`config.mk`:
```
export PLATFORM = sky130hd
export DESIGN_NAME = fifo_read_arbiter_flat
export DESIGN_NICKNAME = d
export VERILOG_FILES = /design/src/rtl/fifo_read_arbiter_if.sv /design/src/rtl/fifo_read_arbiter.sv /design/src/flat_wrapper.sv
export SDC_FILE = /design/constraint.sdc
export NUM_CORES = 1
export LEC_CHECK = 0
export ABC_AREA = 0
export CAP_MARGIN = 30
export CORE_UTILIZATION = 44
export CTS_BUF_LIST = sky130_fd_sc_hd__clkbuf_8
export DETAILED_ROUTE_END_ITERATION = 8
export DONT_BUFFER_PORTS = 1
export PLACE_DENSITY_LB_ADDON = 0.05
export SETUP_SLACK_MARGIN = 0.02
export SLEW_MARGIN = 15
export SYNTH_ARGS = -nofsm -noshare
export SYNTH_HDL_FRONTEND = slang
export SYNTH_SLANG_ARGS = --single-unit
```
`constraint.sdc`:
```
create_clock -name iClk -period 3.8 [get_ports iClk]
set_input_delay 0.76 -clock iClk [delete_from_list [all_inputs] [get_ports iClk]]
set_output_delay 0.76 -clock iClk [all_outputs]
set_load 0.02 [all_outputs]
```
`src/rtl/fifo_read_arbiter_if.sv`:
```
// Bundle of the FIFO read side and the requester side of the read arbiter.
// The master drives FIFO head and requester strobes; the slave is the arbiter.
interface fifo_read_arbiter_if #(
  parameter int DATA_WIDTH = 32,
  parameter int REQ_COUNT  = 4
);
  logic [DATA_WIDTH-1:0] iData;
  logic                  iEmpty;
  logic                  oReadEn;
  logic [REQ_COUNT-1:0]  iReq;
  logic [REQ_COUNT-1:0]  iAck;
  logic [REQ_COUNT-1:0]  oGrant;
  logic [REQ_COUNT-1:0]  oValid;
  logic [DATA_WIDTH-1:0] oData;
  logic                  oBusy;
  logic [15:0]           oDropCount;

  modport master (
    output iData, iEmpty, iReq, iAck,
    input  oReadEn, oGrant, oValid, oData, oBusy, oDropCount
  );

  modport slave (
    input  iData, iEmpty, iReq, iAck,
    output oReadEn, oGrant, oValid, oData, oBusy, oDropCount
  );
endinterface

```
`src/rtl/fifo_read_arbiter.sv`:
```
// Round-robin arbiter that pops one FWFT FIFO word at a time and hands it to
// a single requester, dropping the word if it is not acked within a timeout.
module fifo_read_arbiter #(
  parameter int DATA_WIDTH     = 32,
  parameter int REQ_COUNT      = 4,
  parameter int TIMEOUT_CYCLES = 1024
) (
  input  logic               iClk,
  input  logic               iResetN,
  fifo_read_arbiter_if.slave bus
);
  localparam int IW = (REQ_COUNT > 1) ? $clog2(REQ_COUNT) : 1;
  localparam int CW = (TIMEOUT_CYCLES > 2) ? $clog2(TIMEOUT_CYCLES) : 1;
  localparam logic [CW-1:0]        CNT_LAST  = CW'(TIMEOUT_CYCLES - 1);
  localparam logic [IW-1:0]        LAST_INIT = IW'(REQ_COUNT - 1);
  localparam logic [REQ_COUNT-1:0] ONE_HOT0  = REQ_COUNT'(1);

  typedef enum logic {IDLE, DELIVER} state_e;

  state_e                state_q, state_d;
  logic [IW-1:0]         last_q, last_d;
  logic [IW-1:0]         gidx_q, gidx_d;
  logic [CW-1:0]         cnt_q, cnt_d;
  logic [REQ_COUNT-1:0]  own_q, own_d;
  logic [DATA_WIDTH-1:0] data_q, data_d;
  logic [15:0]           drop_q, drop_d;
  logic                  rd_q, rd_d;
  logic                  rdy_q;

  logic [IW-1:0] win_idx, scan_idx;
  logic          win_found;
  logic          ack_hit;

  // Scan starts one past the last winner so every requester gets a turn.
  always_comb begin
    win_found = 1'b0;
    win_idx   = '0;
    scan_idx  = '0;
    for (int k = 1; k <= REQ_COUNT; k++) begin
      scan_idx = IW'((int'(last_q) + k) % REQ_COUNT);
      if (!win_found && bus.iReq[scan_idx]) begin
        win_found = 1'b1;
        win_idx   = scan_idx;
      end
    end
  end

  assign ack_hit = |(bus.iAck & own_q);

  always_comb begin
    state_d = state_q;
    last_d  = last_q;
    gidx_d  = gidx_q;
    cnt_d   = cnt_q;
    own_d   = own_q;
    data_d  = data_q;
    drop_d  = drop_q;
    rd_d    = 1'b0;
    case (state_q)
      IDLE: begin
        // rdy_q holds off the first accept until the second edge after reset release.
        if (rdy_q && !bus.iEmpty && win_found) begin
          state_d = DELIVER;
          gidx_d  = win_idx;
          own_d   = ONE_HOT0 << win_idx;
          data_d  = bus.iData;
          cnt_d   = '0;
          rd_d    = 1'b1;
        end
      end
      DELIVER: begin
        if (ack_hit) begin
          state_d = IDLE;
          own_d   = '0;
          last_d  = gidx_q;
        end else if (cnt_q == CNT_LAST) begin
          state_d = IDLE;
          own_d   = '0;
          last_d  = gidx_q;
          drop_d  = (drop_q == 16'hFFFF) ? drop_q : drop_q + 16'd1;
        end else begin
          cnt_d = cnt_q + CW'(1);
        end
      end
      default: state_d = IDLE;
    endcase
  end

  always_ff @(posedge iClk or negedge iResetN) begin
    if (!iResetN) begin
      state_q <= IDLE;
      last_q  <= LAST_INIT;
      gidx_q  <= '0;
      cnt_q   <= '0;
      own_q   <= '0;
      data_q  <= '0;
      drop_q  <= '0;
      rd_q    <= 1'b0;
      rdy_q   <= 1'b0;
    end else begin
      state_q <= state_d;
      last_q  <= last_d;
      gidx_q  <= gidx_d;
      cnt_q   <= cnt_d;
      own_q   <= own_d;
      data_q  <= data_d;
      drop_q  <= drop_d;
      rd_q    <= rd_d;
      rdy_q   <= 1'b1;
    end
  end

  assign bus.oReadEn    = rd_q;
  assign bus.oGrant     = own_q;
  assign bus.oValid     = own_q;
  assign bus.oData      = data_q;
  assign bus.oBusy      = (state_q == DELIVER);
  assign bus.oDropCount = drop_q;
endmodule
```
`src/flat_wrapper.sv`:
```
// flat-port wrapper written by rule: the top's interface ports become plain ports
module fifo_read_arbiter_flat 
#(
  parameter int DATA_WIDTH     = 32,
  parameter int REQ_COUNT      = 4,
  parameter int TIMEOUT_CYCLES = 1024
)
  (iClk, iResetN, bus_iData, bus_iEmpty, bus_iReq, bus_iAck, bus_oReadEn, bus_oGrant, bus_oValid, bus_oData, bus_oBusy, bus_oDropCount);
  fifo_read_arbiter_if #(.DATA_WIDTH(DATA_WIDTH), .REQ_COUNT(REQ_COUNT)) bus_i ();
  input  logic iClk;
  input  logic iResetN;
  input wire logic [$bits(bus_i.iData)-1:0] bus_iData;
  input wire logic [$bits(bus_i.iEmpty)-1:0] bus_iEmpty;
  input wire logic [$bits(bus_i.iReq)-1:0] bus_iReq;
  input wire logic [$bits(bus_i.iAck)-1:0] bus_iAck;
  output wire logic [$bits(bus_i.oReadEn)-1:0] bus_oReadEn;
  output wire logic [$bits(bus_i.oGrant)-1:0] bus_oGrant;
  output wire logic [$bits(bus_i.oValid)-1:0] bus_oValid;
  output wire logic [$bits(bus_i.oData)-1:0] bus_oData;
  output wire logic [$bits(bus_i.oBusy)-1:0] bus_oBusy;
  output wire logic [$bits(bus_i.oDropCount)-1:0] bus_oDropCount;
  assign bus_i.iData = bus_iData;
  assign bus_i.iEmpty = bus_iEmpty;
  assign bus_i.iReq = bus_iReq;
  assign bus_i.iAck = bus_iAck;
  assign bus_oReadEn = bus_i.oReadEn;
  assign bus_oGrant = bus_i.oGrant;
  assign bus_oValid = bus_i.oValid;
  assign bus_oData = bus_i.oData;
  assign bus_oBusy = bus_i.oBusy;
  assign bus_oDropCount = bus_i.oDropCount;
  fifo_read_arbiter #(.DATA_WIDTH(DATA_WIDTH), .REQ_COUNT(REQ_COUNT), .TIMEOUT_CYCLES(TIMEOUT_CYCLES)) u_core (.iClk(iClk), .iResetN(iResetN), .bus(bus_i));
endmodule
```
Word-level counts from Yosys, hierarchy flattened
Index checks and enable logic that the tools add are counted.
- bitwise operators: 4
- $lt $le $gt $ge: 4
- shift operators: 1
- reductions and logical operators: 16
- equality and inequality tests: 6
- $add $sub $neg: 6
- multiplexer cells: 31
- operators by type and width (operator ; number):
    $mux 10 ; 3
    $pmux 10 s2 ; 1
    $add 16x1->16 const B ; 1
    $eq 16x16->1 const B ; 1
    $lt 2x3->1 const B ; 4
    $mux 1 ; 12
    $mux 2 ; 6
    $mux 4 ; 3
    $add 10x1->10 const B ; 1
    $eq 10x10->1 const B ; 1
    $bmux 1 s2 ; 4
    $pmux 4 s2 ; 1
    $reduce_and 2->1 ; 3
    $logic_and 1x1->1 ; 5
    $add 2x1->2 const B ; 2
    $add 2x2->2 const B ; 2
    $and 4x4->4 ; 1
    $logic_not 1->1 ; 4
    $ne 2x2->1 const B ; 2
    $reduce_and 4->1 ; 1
    $reduce_or 4->1 ; 1
    $shl 1x2->4 const A ; 1
    $ne 3x3->1 const B ; 1
    $not 1->1 ; 3
    other kinds (4) ; 4
- output and inout port bits: 58
- register bits after elaboration: 69

Logic depth before layout (Yosys ltp)
Gate-level depths: netlist of run 1.
- word-level depth: 16
- gate-level depth with buffers: 8
- gate-level depth less buffers: 6

Worst setup path after synthesis of run 1
No wires, ideal clock.
- path type: in2reg
- start: in bus_iReq[1]
- end: reg u_core.data_q[0] (netlist: u_core.bus.oData[0])
- data arrival time: 1.947 ns
- setup slack: 1.737 ns
- required time: 3.684 ns
- stages on the path: 8
- setup time: 0.116 ns
- path through: or4_1 and3b_1 nand2b_1 buf_6 inv_4 buf_6 nand2_1 nand2_1
- cells in the longest elaborated chain, start to end: 14
- elaborated cells between the ends (all ways): 20
- those cells by class: mux: 12; reduce/logical: 8
- ends and longest elaborated chain (element ; line ; text):
    start, declared ; flat_wrapper.sv:14 ; input wire logic [$bits(bus_i.iReq)-1:0] bus_iReq;
    $bmux 1 s2 ; fifo_read_arbiter.sv:41 ; if (!win_found && bus.iReq[scan_idx]) begin
    $mux 1 (not written as such) ; fifo_read_arbiter.sv:41 ;
    $mux 1 ; fifo_read_arbiter.sv:41 ;
    $logic_not 1->1 ; fifo_read_arbiter.sv:41 ;
    $logic_and 1x1->1 ; fifo_read_arbiter.sv:41 ;
    $mux 1 ; fifo_read_arbiter.sv:41 ;
    $logic_not 1->1 ; fifo_read_arbiter.sv:41 ;
    $logic_and 1x1->1 ; fifo_read_arbiter.sv:41 ;
    $mux 1 ; fifo_read_arbiter.sv:41 ;
    $logic_not 1->1 ; fifo_read_arbiter.sv:41 ;
    $logic_and 1x1->1 ; fifo_read_arbiter.sv:41 ;
    $mux 1 * ; fifo_read_arbiter.sv:41 ;
    $logic_and 1x1->1 * ; fifo_read_arbiter.sv:62 ; if (rdy_q && !bus.iEmpty && win_found) begin
    $reduce_and 2->1 (no line) * ; -- ;
    end signal, assigned ; fifo_read_arbiter.sv:106 ; data_q <= data_d;
    end, declared ; fifo_read_arbiter.sv:25 ; logic [DATA_WIDTH-1:0] data_q, data_d;
Every way passes the cells marked *; elsewhere a longest branch is shown, timed or not. The select of a mux whose other input is x is not followed.
A chain may end at the register's enable or synchronous reset.

Final worst setup path of run 1
- start: reg u_core.own_q[0] (netlist: u_core.bus.oGrant[0])
- end: reg u_core.drop_q[1] (netlist: u_core.bus.oDropCount[1])
- cells in the longest elaborated chain, start to end: 4
- ends and longest elaborated chain (element ; line ; text):
    start, declared ; fifo_read_arbiter.sv:24 ; logic [REQ_COUNT-1:0] own_q, own_d;
    start signal, assigned ; fifo_read_arbiter.sv:105 ; own_q <= own_d;
    $and 4x4->4 ; fifo_read_arbiter.sv:48 ; assign ack_hit = |(bus.iAck & own_q);
    $reduce_or 4->1 ; fifo_read_arbiter.sv:48 ;
    $not 1->1 (no line) ; -- ;
    $reduce_and 4->1 (no line) ; -- ;
    end signal, assigned ; fifo_read_arbiter.sv:107 ; drop_q <= drop_d;
    end, declared ; fifo_read_arbiter.sv:26 ; logic [15:0] drop_q, drop_d;
Every way passes these cells.

==> summary.md, run 1 <==
| Metric | Value |
|---|---|
| Count of different cell masters after synthesis | `43` |
| Post-CTS resize count | `0` |
| CTS Sinks | `~70` |
| Routed Antenna Nets | `0` |
| Root buffer cell | `clkbuf_8` |
| Crit path kind | `flip-flop to flip-flop` |
| Ports | `101` |
| Vias per cell | `5.09` |
| Post-synthesis sequential area ratio | `55.0%` |
| Internal power | `1450 uW` |
| Drc violations | `0` |
| Port Buf Inserts | `0` |
| Commonest non-fill, non-tap cell in the layout | `nand2_1` |
| Drt initial violations | `between 60 and 70` |
| RSZ-0062 raised after global routing | `false` |
| Die ar. | `7480 sq um` |
| Wirelength per Cell | `approximately 15 um` |
| Pin count of the biggest net entering global routing | `70` |
| Rel. slew slack | `58.0%` |
| Vias | `2103` |
| Final worst slack | `around 1.6 ns` |
| Final setup fails | `0` |
| Gate power share | `16.1%` |
| Critical-path maximum fanout | `9` |
| Area Overhead vs Synth | `6.97%` |
| Syn avg cell area | `10.0 sq um` |
| Synth Warn # | `0` |
| FP Rows | `30` |
| First-pass GRT wire length | `10000 um` |
| Hold Crit Class | `input pin to asynchronous set/reset pin` |
| Layout cell share with drive strength beyond 1 | `9.15%` |
| Post-layout nets | `357` |
| Final setup skew | `0.00985 ns` |
| Critical Path Sink Type | `flip-flop` |
| GRT Residual Overflow | `0` |
| Tmin final | `2.18 ns` |
| Data required time of the worst path | `4.02 ns` |
| Placement Cell Area | `3160 sq um` |
| Cell Area, Synth | `3140 sq um` |
| GPL Wtd Cong | `0.740` |
| Pre-CTS setup slack | `1.29 ns` |
| Final instance area | `between 3000 and 4000 sq um` |
| Cell taking the most area after synthesis | `dfrtp_1` |
| Initial antenna violation count | `0` |
| Core Area | `6830 sq um` |
| Status | `finished clean` |
| P_sw | `990 uW` |
| DP HPWL | `3970 um` |
| Max Freq | `458 MHz` |
| Reg clk slew, reported paths | `0.08 ns` |
| Proportion of power drawn by flip-flops and latches | `59.1%` |
| Post-CTS Hold Fix Bufs | `0` |
| Starting density of the core | `46.0%` |
| Final period util | `between 50% and 60%` |
| Final slew viol count | `0` |
| PwrDens | `727 nW/um^2` |
| Synth Instances | `roughly 310` |
| Crit start category | `flip-flop` |
| Most frequent cells in the layout | `113 x nand2_1, 67 x dfrtp_1, 18 x nand3_1` |
| Clock Tree Buf Depth | `2` |
| Gr usage total | `17.5%` |
| CTS tree | `yes` |
| Placed Cells | `397` |
| Num CTS Buffers | `9` |
| Final Hold Vio Count | `0` |
| Clk_lat worst skew | `0.34 ns` |
| Non-filler cells, final | `413` |
| Post-Route WL | `6020 um` |
| Maxcap violations | `0` |
| Ranking of synthesized cells by area | `dfrtp_1 53%, nand2_1 14%, xnor2_1 4.5%` |
| Net count after synthesis | `around 360` |
| Synth Register Bits | `between 60 and 70` |
| Max VDD drop | `0.359 mV` |
| Ant diodes | `0` |
| Drt pass-1 iters | `4` |
| Least-Margin Pin Slew | `approximately 0.63 ns` |
| WP data arrival | `2.41 ns` |
| Total Neg Setup Slack | `0 ns` |
| DIE WIDTH | `86.5 um` |
| Number of global-route vias before repair | `2041` |
| H-tree depth | `3` |
| Post-CTS setup buffer count | `0` |
| Top cell type's share of synthesized area | `53.4%` |
| Leakage | `about 0.0016 uW` |
| Chip Height | `86.5 um` |
| Clk pwr share | `24.8%` |
| Sw Share | `40.5%` |
==> flip-flops by register name, indices dropped and copies added, names as in the netlist, 2 cells and up <==
name	cells
u_core.cnt_q	10
u_core.bus.oData	32
u_core.bus.oDropCount	16
u_core.gidx_q	2
u_core.last_q	2
u_core.bus.oGrant	4
==> per-layer routing <==
| layer | vias up | GRT usage [%] | routed length [um] |
|---|---|---|---|
| met5 | - | 0 | 0 |
| met4 | 0 | 5.00 | 66 |
| met3 | 6 | 9.05 | 503 |
| met2 | 66 | 25.1 | 2630 |
| met1 | 980 | 23.2 | 2810 |
| li1 | 1051 | - | - |
==> path summary, 6_finish.rpt <==
check	slack (ns)	cells after the start	to	start
max in group asynchronous	3.46	0	u_core.last_q[0]	iResetN
hold / removal	0.11	0	u_core.bus.oData[11]	iResetN
setup / recovery	1.62	4	u_core.bus.oDropCount[1]	u_core.bus.oGrant[0]
min in group iClk	0.48	2	u_core.gidx_q[0]	u_core.gidx_q[0]
hold reg to reg	0.48	2	u_core.gidx_q[0]	u_core.gidx_q[0]
setup reg to reg	1.62	4	u_core.bus.oDropCount[1]	u_core.bus.oGrant[0]
==> cell type report <==
type                       instances  area, sq um
multi-input combinational        228         1290
sequential                        69         1730
clock buffer                      10          138
inverter                           3         13.8
tap                               96          120
timing repair buffer               1         7.51
fill                             661         3470
clock inverter                     6         63.8
==> synth_stat cells (all sizes together) <==
| cell | number |
|---|---|
| a21oi | 2 |
| a22o | 3 |
| a22oi | 2 |
| a32o | 3 |
| and2 | 3 |
| and3 | 5 |
| and3b | 1 |
| and4 | 6 |
| buf | 12 |
| clkbuf | 1 |
| conb | 1 |
| dfrtp | 67 |
| dfstp | 2 |
| ha | 2 |
| inv | 3 |
| mux2 | 3 |
| mux2i | 4 |
| nand2 | 113 |
| nand2b | 3 |
| nand3 | 18 |
| nand3b | 1 |
| nand4 | 6 |
| nor2 | 6 |
| nor2b | 2 |
| nor3 | 4 |
| nor3b | 1 |
| nor4 | 6 |
| nor4b | 1 |
| o21a | 1 |
| o21ai | 7 |
| o22ai | 1 |
| or4 | 1 |
| xnor2 | 16 |
| xor2 | 6 |
==> per-stage QoR <==
stage,hold slack [ns],util [%],power [uW]
global placement,0.465,46.2,1860
detailed placement,0.468,46.2,1860
global route,0.0729,49.2,2600
finish,0.114,49.2,2440
floorplan,0.442,-,1780
CTS,0.0834,49.2,2480
==> worst max-delay path, stage by stage (launching register included) <==
cell and delay [ns]:
dfrtp_1 0.54, a22oi_1 0.36, nand3_1 0.30, nor3_4 0.48
mux2_2 0.38
==> power groups by stage <==
stage | sequential [uW] | combinational [uW] | clock, uW
6_report | 1440 | 394 | 606
5_1_grt | 1480 | 467 | 656
4_1_cts | 1450 | 401 | 629
3_5_place_dp | 1450 | 408 | 0
3_3_place_gp | 1460 | 395 | 0
2_1_floorplan | 1360 | 417 | 0
==> kinds of logic (layout without fill, tap and decap cells) <==
family,after synthesis,after routing,share of synthesized area [%]
AOI/OAI and AO/OA,19,19,4.14
adders and majority gates,2,2,0.796
xor gates and xnor gates,22,22,6.13
and+or+nand+nor,177,177,27.4
other,1,1,0.119
muxes,7,7,2.35
DFF,69,69,55.0
buffers and inverters,16,20,4.02
No activity file was read; power rests on OpenSTA's default activity.
==> run 2: changes to the inputs <==
==> constraint.sdc (replaced) <==
create_clock -name iClk -period 1.96 [get_ports iClk]
set_input_delay 0.392 -clock iClk [delete_from_list [all_inputs] [get_ports iClk]]
set_output_delay 0.392 -clock iClk [all_outputs]
set_load 0.02 [all_outputs]
==> summary.md, run 2 (same netlist as run 1, synthesis figures left out) <==
| Metric | Value |
|---|---|
| Commonest non-fill, non-tap cell in the layout | `nand2_1 (unchanged)` |
| Least-Margin Pin Slew | `0.499 ns (was 0.630 ns)` |
| Post-layout nets | `384 (was 357)` |
| Critical-path maximum fanout | `5 (was 9)` |
| Num CTS Buffers | `9 (unchanged)` |
| First-pass GRT wire length | `10500 um (was 10000 um)` |
| DIE WIDTH | `86.5 um (unchanged)` |
| Reg2reg end | `u_core.bus.oDropCount[10] (was u_core.bus.oDropCount[1])` |
| R2R depth | `5 (was 4)` |
| Root buffer cell | `clkbuf_8 (unchanged)` |
| Failing checks | `hold timing` |
| Crit path capture | `u_core.bus.oDropCount[10] (was u_core.bus.oDropCount[1])` |
| Maxcap violations | `0 (unchanged)` |
| RSZ-0062 raised after global routing | `false (unchanged)` |
| Chip Height | `86.5 um (unchanged)` |
| Vias per cell | `5.10 (was 5.09)` |
| Hold Crit Class | `input pin to asynchronous set/reset pin (unchanged)` |
| Worst setup path startpoint | `u_core.bus.oGrant[0] (unchanged)` |
| Most frequent cells in the layout | `113 x nand2_1, 67 x dfrtp_1, 28 x buf_4 (was 113 x nand2_1, 67 x dfrtp_1, 18 x nand3_1)` |
| Drc violations | `0 (unchanged)` |
| Reg area | `1730 sq um (unchanged)` |
| Final setup skew | `0.00719 ns (was 0.00985 ns)` |
| Max Freq | `549 MHz (was 458 MHz)` |
| Vias | `2240 (was 2103)` |
| Starting density of the core | `46.0% (unchanged)` |
| Tmin final | `1.82 ns (was 2.18 ns)` |
| Final setup fails | `0 (unchanged)` |
| Data required time of the worst path | `2.18 ns (was 4.02 ns)` |
| Rel. slew slack | `66.5% (was 58.0%)` |
| CTS tree | `yes (unchanged)` |
| Ant diodes | `0 (unchanged)` |
| Max FFs per register | `32 (unchanged)` |
| Core Area | `6830 sq um (unchanged)` |
| R2r startpoint | `u_core.bus.oGrant[0] (unchanged)` |
| PwrDens | `1350 nW/um^2 (was 727 nW/um^2)` |
| GPL Wtd Cong | `0.770 (was 0.740)` |
| Final slew viol count | `0 (unchanged)` |
| Die ar. | `7480 sq um (unchanged)` |
| Total Neg Setup Slack | `0 ns (unchanged)` |
| R2r setup slk | `0.14 ns (was 1.62 ns)` |
| WP data arrival | `2.04 ns (was 2.41 ns)` |
| Ports | `101 (unchanged)` |
| Critical Path Sink Type | `flip-flop (unchanged)` |
| DP HPWL | `4420 um (was 3970 um)` |
| Drt initial violations | `88 (was 69)` |
| Clk_lat worst skew | `0.33 ns (was 0.34 ns)` |
| Initial antenna violation count | `0 (unchanged)` |
| Routed Antenna Nets | `0 (unchanged)` |
| Status | `complete, but fails checks (was finished clean)` |
| FP Rows | `30 (unchanged)` |
| Number of global-route vias before repair | `2267 (was 2041)` |
| Reg clk slew, reported paths | `0.08 ns (about the same)` |
| Gr usage total | `18.2% (was 17.5%)` |
| Final instance area | `3570 sq um (was 3360 sq um)` |
| Clock Tree Buf Depth | `2 (unchanged)` |
| Post-Route WL | `6330 um (was 6020 um)` |
| GRT Residual Overflow | `0 (unchanged)` |
| Port Buf Inserts | `0 (unchanged)` |
| Layout cell share with drive strength beyond 1 | `16.6% (was 9.15%)` |
| Crit path kind | `flip-flop to flip-flop (unchanged)` |
| Pin count of the biggest net entering global routing | `70 (unchanged)` |
| CTS Sinks | `69 (unchanged)` |
| Fill cells | `640 (was 661)` |
| Final Hold Vio Count | `69 (was 0)` |
| Area occupied by multi-input gates | `1300 sq um (was 1290 sq um)` |
| Wirelength per Cell | `14.4 um (was 14.6 um)` |
| Hold_ws | `-0.250 ns (was 0.114 ns)` |
| Drt pass-1 iters | `4 (unchanged)` |
| Max VDD drop | `0.804 mV (was 0.359 mV)` |
| Crit start category | `flip-flop (unchanged)` |
| Area Overhead vs Synth | `13.6% (was 6.97%)` |
| Placement Cell Area | `3360 sq um (was 3160 sq um)` |
| Final period util | `92.9% (was 57.5%)` |
| Leakage | `0.00178 uW (was 0.00162 uW)` |
| H-tree depth | `3 (unchanged)` |
==> run 2: changes by cell type in the layout (fill, tap and decap cells not counted) <==
cell,previous run,this run
nor3b_4,0,1
o21ai_1,3,2
buf_4,1,28
o21ai_2,0,1
nor3b_2,1,0
inv_1,3,2
==> run 2: where the power goes <==
part / total, uW / internal [uW] / switching [uW]
sequential: 2640 / 1890 / 749
combinational: 1030 / 383 / 645
clock: 1150 / 620 / 532
==> run 2: per-layer routing <==
layer,global-route usage (%),vias to the layer above,wire length [um]
li1,-,1093,-
met1,23.3,1074,2950
met2,28.6,71,2930
met3,7.62,2,423
met4,4.55,0,31
met5,0,-,0
==> run 2: final cells by class <==
class,instances,share of cell area (%)
flip-flops and latches,69,48.4
multi-input cells,228,36.4
repair buffers,28,5.89
clock buffers,10,3.86
well taps,96,3.36
clock inverters,5,1.68
inverters,3,0.386
==> run 2: worst min path at each step <==
stage	from	end	slack [ns]
3_3_place_gp	iResetN	u_core.rdy_q	0.1
3_5_place_dp	iResetN	u_core.rdy_q	0.1
2_1_floorplan	iResetN	u_core.bus.oBusy	0.1
4_1_cts	iResetN	u_core.bus.oData[12]	-0.27
5_1_grt	iResetN	u_core.bus.oData[23]	-0.29
6_report	iResetN	u_core.cnt_q[6]	-0.25
==> run 2: stage by stage <==
stage          instances  setup slack, ns  utilization (%)  power (uW)
3_3_place_gp         424           0.0809             49.2        3670
6_report             439            0.138             52.3        4820
4_1_cts              439           0.0600             52.1        4880
3_5_place_dp         424           0.0728             49.2        3700
2_1_floorplan        313            0.102                -        3450
5_1_grt              439           0.0243             52.3        5130
==> run 2: what timing repair did <==
action,in CTS,in global routing
endpoints found under the hold margin,69,69
setup endpoints to repair,0,7
resized for setup,0,2
buffers inserted,0,0
==> run 2: worst max-delay path, stage by stage, from the launching register on <==
cell and delay [ns]:
dfrtp_1 0.38, a22oi_1 0.29, nand3_1 0.29, nor4_4 0.43, nand4_1 0.17, xnor2_1 0.15
==> run 3: changes to the inputs <==
--- a/config.mk
+++ b/config.mk
@@ -5,7 +5,7 @@
 export SDC_FILE = /design/constraint.sdc
 export NUM_CORES = 1
 export LEC_CHECK = 0
-export ABC_AREA = 0
+export ABC_AREA = 1
 export CAP_MARGIN = 30
 export CORE_UTILIZATION = 44
 export CTS_BUF_LIST = sky130_fd_sc_hd__clkbuf_8
==> summary.md, run 3 <==
| Metric | Value |
|---|---|
| CTS Sinks | `69 (unchanged)` |
| GPL Wtd Cong | `0.893 (was 0.770)` |
| Ant diodes | `0 (unchanged)` |
| R2r startpoint | `u_core.last_q[0] (was u_core.bus.oGrant[0])` |
| GRT Residual Overflow | `0 (unchanged)` |
| Post-Route WL | `8250 um (was 6330 um)` |
| FP Rows | `32 (was 30)` |
| CTS tree | `yes (unchanged)` |
| Critical-path maximum fanout | `9 (was 5)` |
| Max FFs per register | `32 (unchanged)` |
| Top post-synthesis cells by count | `179 x nand2_1, 67 x dfrtp_1, 40 x nand2_2, 30 x nand3_1, 24 x nor2_1 (was 113 x nand2_1, 67 x dfrtp_1, 18 x nand3_1, 16 x xnor2_1, 7 x buf_4)` |
| Leakage | `0.00220 uW (was 0.00178 uW)` |
| Fill cells | `735 (was 640)` |
| H-tree depth | `3 (unchanged)` |
| Ranking of synthesized cells by area | `dfrtp_1 46%, nand2_1 19%, nand2_2 6.9% (was dfrtp_1 53%, nand2_1 14%, xnor2_1 4.5%)` |
| Most frequent cells in the layout | `169 x nand2_1, 67 x dfrtp_1, 38 x nand2_2 (was 113 x nand2_1, 67 x dfrtp_1, 28 x buf_4)` |
| Data required time of the worst path | `2.24 ns (was 2.18 ns)` |
| Post-synthesis sequential area ratio | `47.8% (was 55.0%)` |
| Commonest non-fill, non-tap cell in the layout | `nand2_1 (unchanged)` |
| Wirelength per Cell | `14.1 um (was 14.4 um)` |
| First-pass GRT wire length | `12800 um (was 10500 um)` |
| CP cell instances | `buf_12 -> inv_8 -> nand2_2 -> nand2_2 -> nand2_4 -> nand2_4 -> nor2_4 -> nand3_2 -> nand3_4 -> buf_12 -> clkbuf_16 -> nand3_2 -> nand2_1 (was a22oi_1 -> nand3_1 -> nor4_4 -> nand4_1 -> xnor2_1)` |
| Crit start category | `flip-flop (unchanged)` |
| Num CTS Buffers | `9 (unchanged)` |
| Maxcap violations | `0 (unchanged)` |
| Drt initial violations | `87 (was 88)` |
| Hold_ws | `-0.272 ns (was -0.250 ns)` |
| Synth Warn # | `0 (unchanged)` |
| Vias per cell | `4.94 (was 5.10)` |
| Final setup skew | `0.0130 ns (was 0.00719 ns)` |
| Cell taking the most area after synthesis | `dfrtp_1 (unchanged)` |
| Final slew viol count | `0 (unchanged)` |
| Final period util | `97.1% (was 92.9%)` |
| RSZ-0062 raised after global routing | `true (was false)` |
| Pin count of the biggest net entering global routing | `70 (unchanged)` |
| EDFF count, synth | `0 (unchanged)` |
| CP max stage cell | `dfstp_2 (was nor4_4)` |
| Top cell type's share of synthesized area | `46.4% (was 53.4%)` |
| Synth Register Bits | `69 (unchanged)` |
| Status | `complete, but fails checks (unchanged)` |
| Critical Path Sink Type | `flip-flop (unchanged)` |
| Final instance area | `4290 sq um (was 3570 sq um)` |
| Failing checks | `hold timing (unchanged)` |
| Routed Antenna Nets | `0 (unchanged)` |
| Post-layout nets | `522 (was 384)` |
| Clock Tree Buf Depth | `2 (unchanged)` |
| Final core occ | `54.7% (was 52.3%)` |
| DIE WIDTH | `92.7 um (was 86.5 um)` |
| Area Overhead vs Synth | `18.6% (was 13.6%)` |
| Pre-CTS setup slack | `0.00658 ns (was 0.0728 ns)` |
| Final Hold Vio Count | `69 (unchanged)` |
| Max Freq | `525 MHz (was 549 MHz)` |
| WP data arrival | `2.18 ns (was 2.04 ns)` |
| Count of different cell masters after synthesis | `33 (was 43)` |
| Main flop type after synthesis | `dfrtp_1 (unchanged)` |
| Final worst slack | `0.0563 ns (was 0.138 ns)` |
| Hold Crit Class | `input pin to asynchronous set/reset pin (unchanged)` |
| PwrDens | `1440 nW/um^2 (was 1350 nW/um^2)` |
| Reg clk slew, reported paths | `0.09 ns (was 0.08 ns)` |
| Drt pass-1 iters | `4 (unchanged)` |
| Die ar. | `8590 sq um (was 7480 sq um)` |
| Area occupied by multi-input gates | `1700 sq um (was 1300 sq um)` |
| Vias | `2883 (was 2240)` |
| Worst setup path startpoint | `u_core.last_q[0] (was u_core.bus.oGrant[0])` |
| Net count after synthesis | `490 (was 358)` |
| Clk_lat worst skew | `0.35 ns (was 0.33 ns)` |
| Cell Area, Synth | `3620 sq um (was 3140 sq um)` |
| Initial antenna violation count | `0 (unchanged)` |
| Port Buf Inserts | `0 (unchanged)` |
| Syn avg cell area | `8.13 sq um (was 10.0 sq um)` |
| Gr usage total | `18.9% (was 18.2%)` |
| Tmin final | `1.90 ns (was 1.82 ns)` |
| Reg area | `1730 sq um (unchanged)` |
| Ports | `101 (unchanged)` |
| Root buffer cell | `clkbuf_8 (unchanged)` |
| Placement Cell Area | `3760 sq um (was 3360 sq um)` |
| Crit path kind | `flip-flop to flip-flop (unchanged)` |
| Core Area | `7850 sq um (was 6830 sq um)` |
| Critical Path Max Stage Delay | `0.58 ns (was 0.43 ns)` |
| Total Neg Setup Slack | `0 ns (unchanged)` |
| Number of global-route vias before repair | `2817 (was 2267)` |
| Drc violations | `0 (unchanged)` |
| Starting density of the core | `46.1% (was 46.0%)` |
| Chip Height | `92.7 um (was 86.5 um)` |
| Final setup fails | `0 (unchanged)` |
| DP HPWL | `5150 um (was 4420 um)` |
| Post-synth ARST share | `100% (unchanged)` |
| Most numerous cell in the Yosys netlist | `nand2_1 (unchanged)` |
| Synth Instances | `445 (was 313)` |
| Layout cell share with drive strength beyond 1 | `25.1% (was 16.6%)` |
| Max VDD drop | `0.705 mV (was 0.804 mV)` |
==> run 3: logic make-up after synthesis <==
kind of cell | share of synthesized area [%]
AND/OR/NAND/NOR | 35.8
flip-flops | 47.8
adder cells (fa/ha/maj) | 0.692
AO/OA/AOI/OAI | 2.91
XOR/XNOR | 4.84
other | 0.104
buffers and inverters | 7.89
==> run 3: what timing repair did <==
action / 4_1_cts / 5_1_grt
setup buffers: 0 / 9
endpoints found under the setup margin: 10 / 46
resized for setup: 2 / 38
endpoints found under the hold margin: 69 / 69
cloned: 0 / 5
pin swaps: 0 / 2
==> run 3: worst max-delay path: cells and delay by family, from the launching register on <==
family	cells	cell delay (ns)
flip-flops	1	0.58
AND/OR/NAND/NOR	9	0.72
buffers and inverters	4	0.51
==> run 3: worst paths after layout <==
check	endpoint	slack, ns	depth (start not counted)
worst max-delay path	u_core.cnt_q[9]	0.06	13
worst min-delay path	u_core.bus.oDropCount[6]	-0.27	0
worst max register to register	u_core.cnt_q[9]	0.06	13
worst min register to register	u_core.gidx_q[0]	0.51	2
max in group asynchronous	u_core.last_q[0]	2.04	0
min in group iClk	u_core.bus.oData[29]	0.14	2
==> run 3: per-layer routing <==
| layer | wire length [um] | up-vias | part of all wire [%] | global-route usage [%] |
|---|---|---|---|---|
| met2 | 3940 | 77 | 48 | 31.2 |
| li1 | - | 1447 | - | - |
| met5 | 0 | - | 0 | 0 |
| met1 | 3750 | 1351 | 45 | 23.5 |
| met4 | 111 | 0 | 1.3 | 7.18 |
| met3 | 452 | 8 | 5.5 | 5.25 |
==> run 3: report_power, final <==
part	total, uW	switching, uW	internal, uW
Combinational	2230	1350	881
Clock	1350	612	737
Sequential	2580	727	1860
Total	6160	2680	3480
==> run 3: stage by stage <==
step                      total power [uW]  std cells
final                                 6160        584
after detailed placement              4400        554
after floorplan                       4110        445
after global placement                4360        554
after CTS                             5780        570
after global routing                  6570        584
==> run 3: final cells by class <==
class	instances	area share, %
clock buffer	9	2.89
inverter	25	2.74
timing repair buffer	37	8.54
sequential	69	40.3
clock inverter	7	2.42
multi-input combinational	332	39.5
tap	102	2.97
timing repair inverter	3	0.612
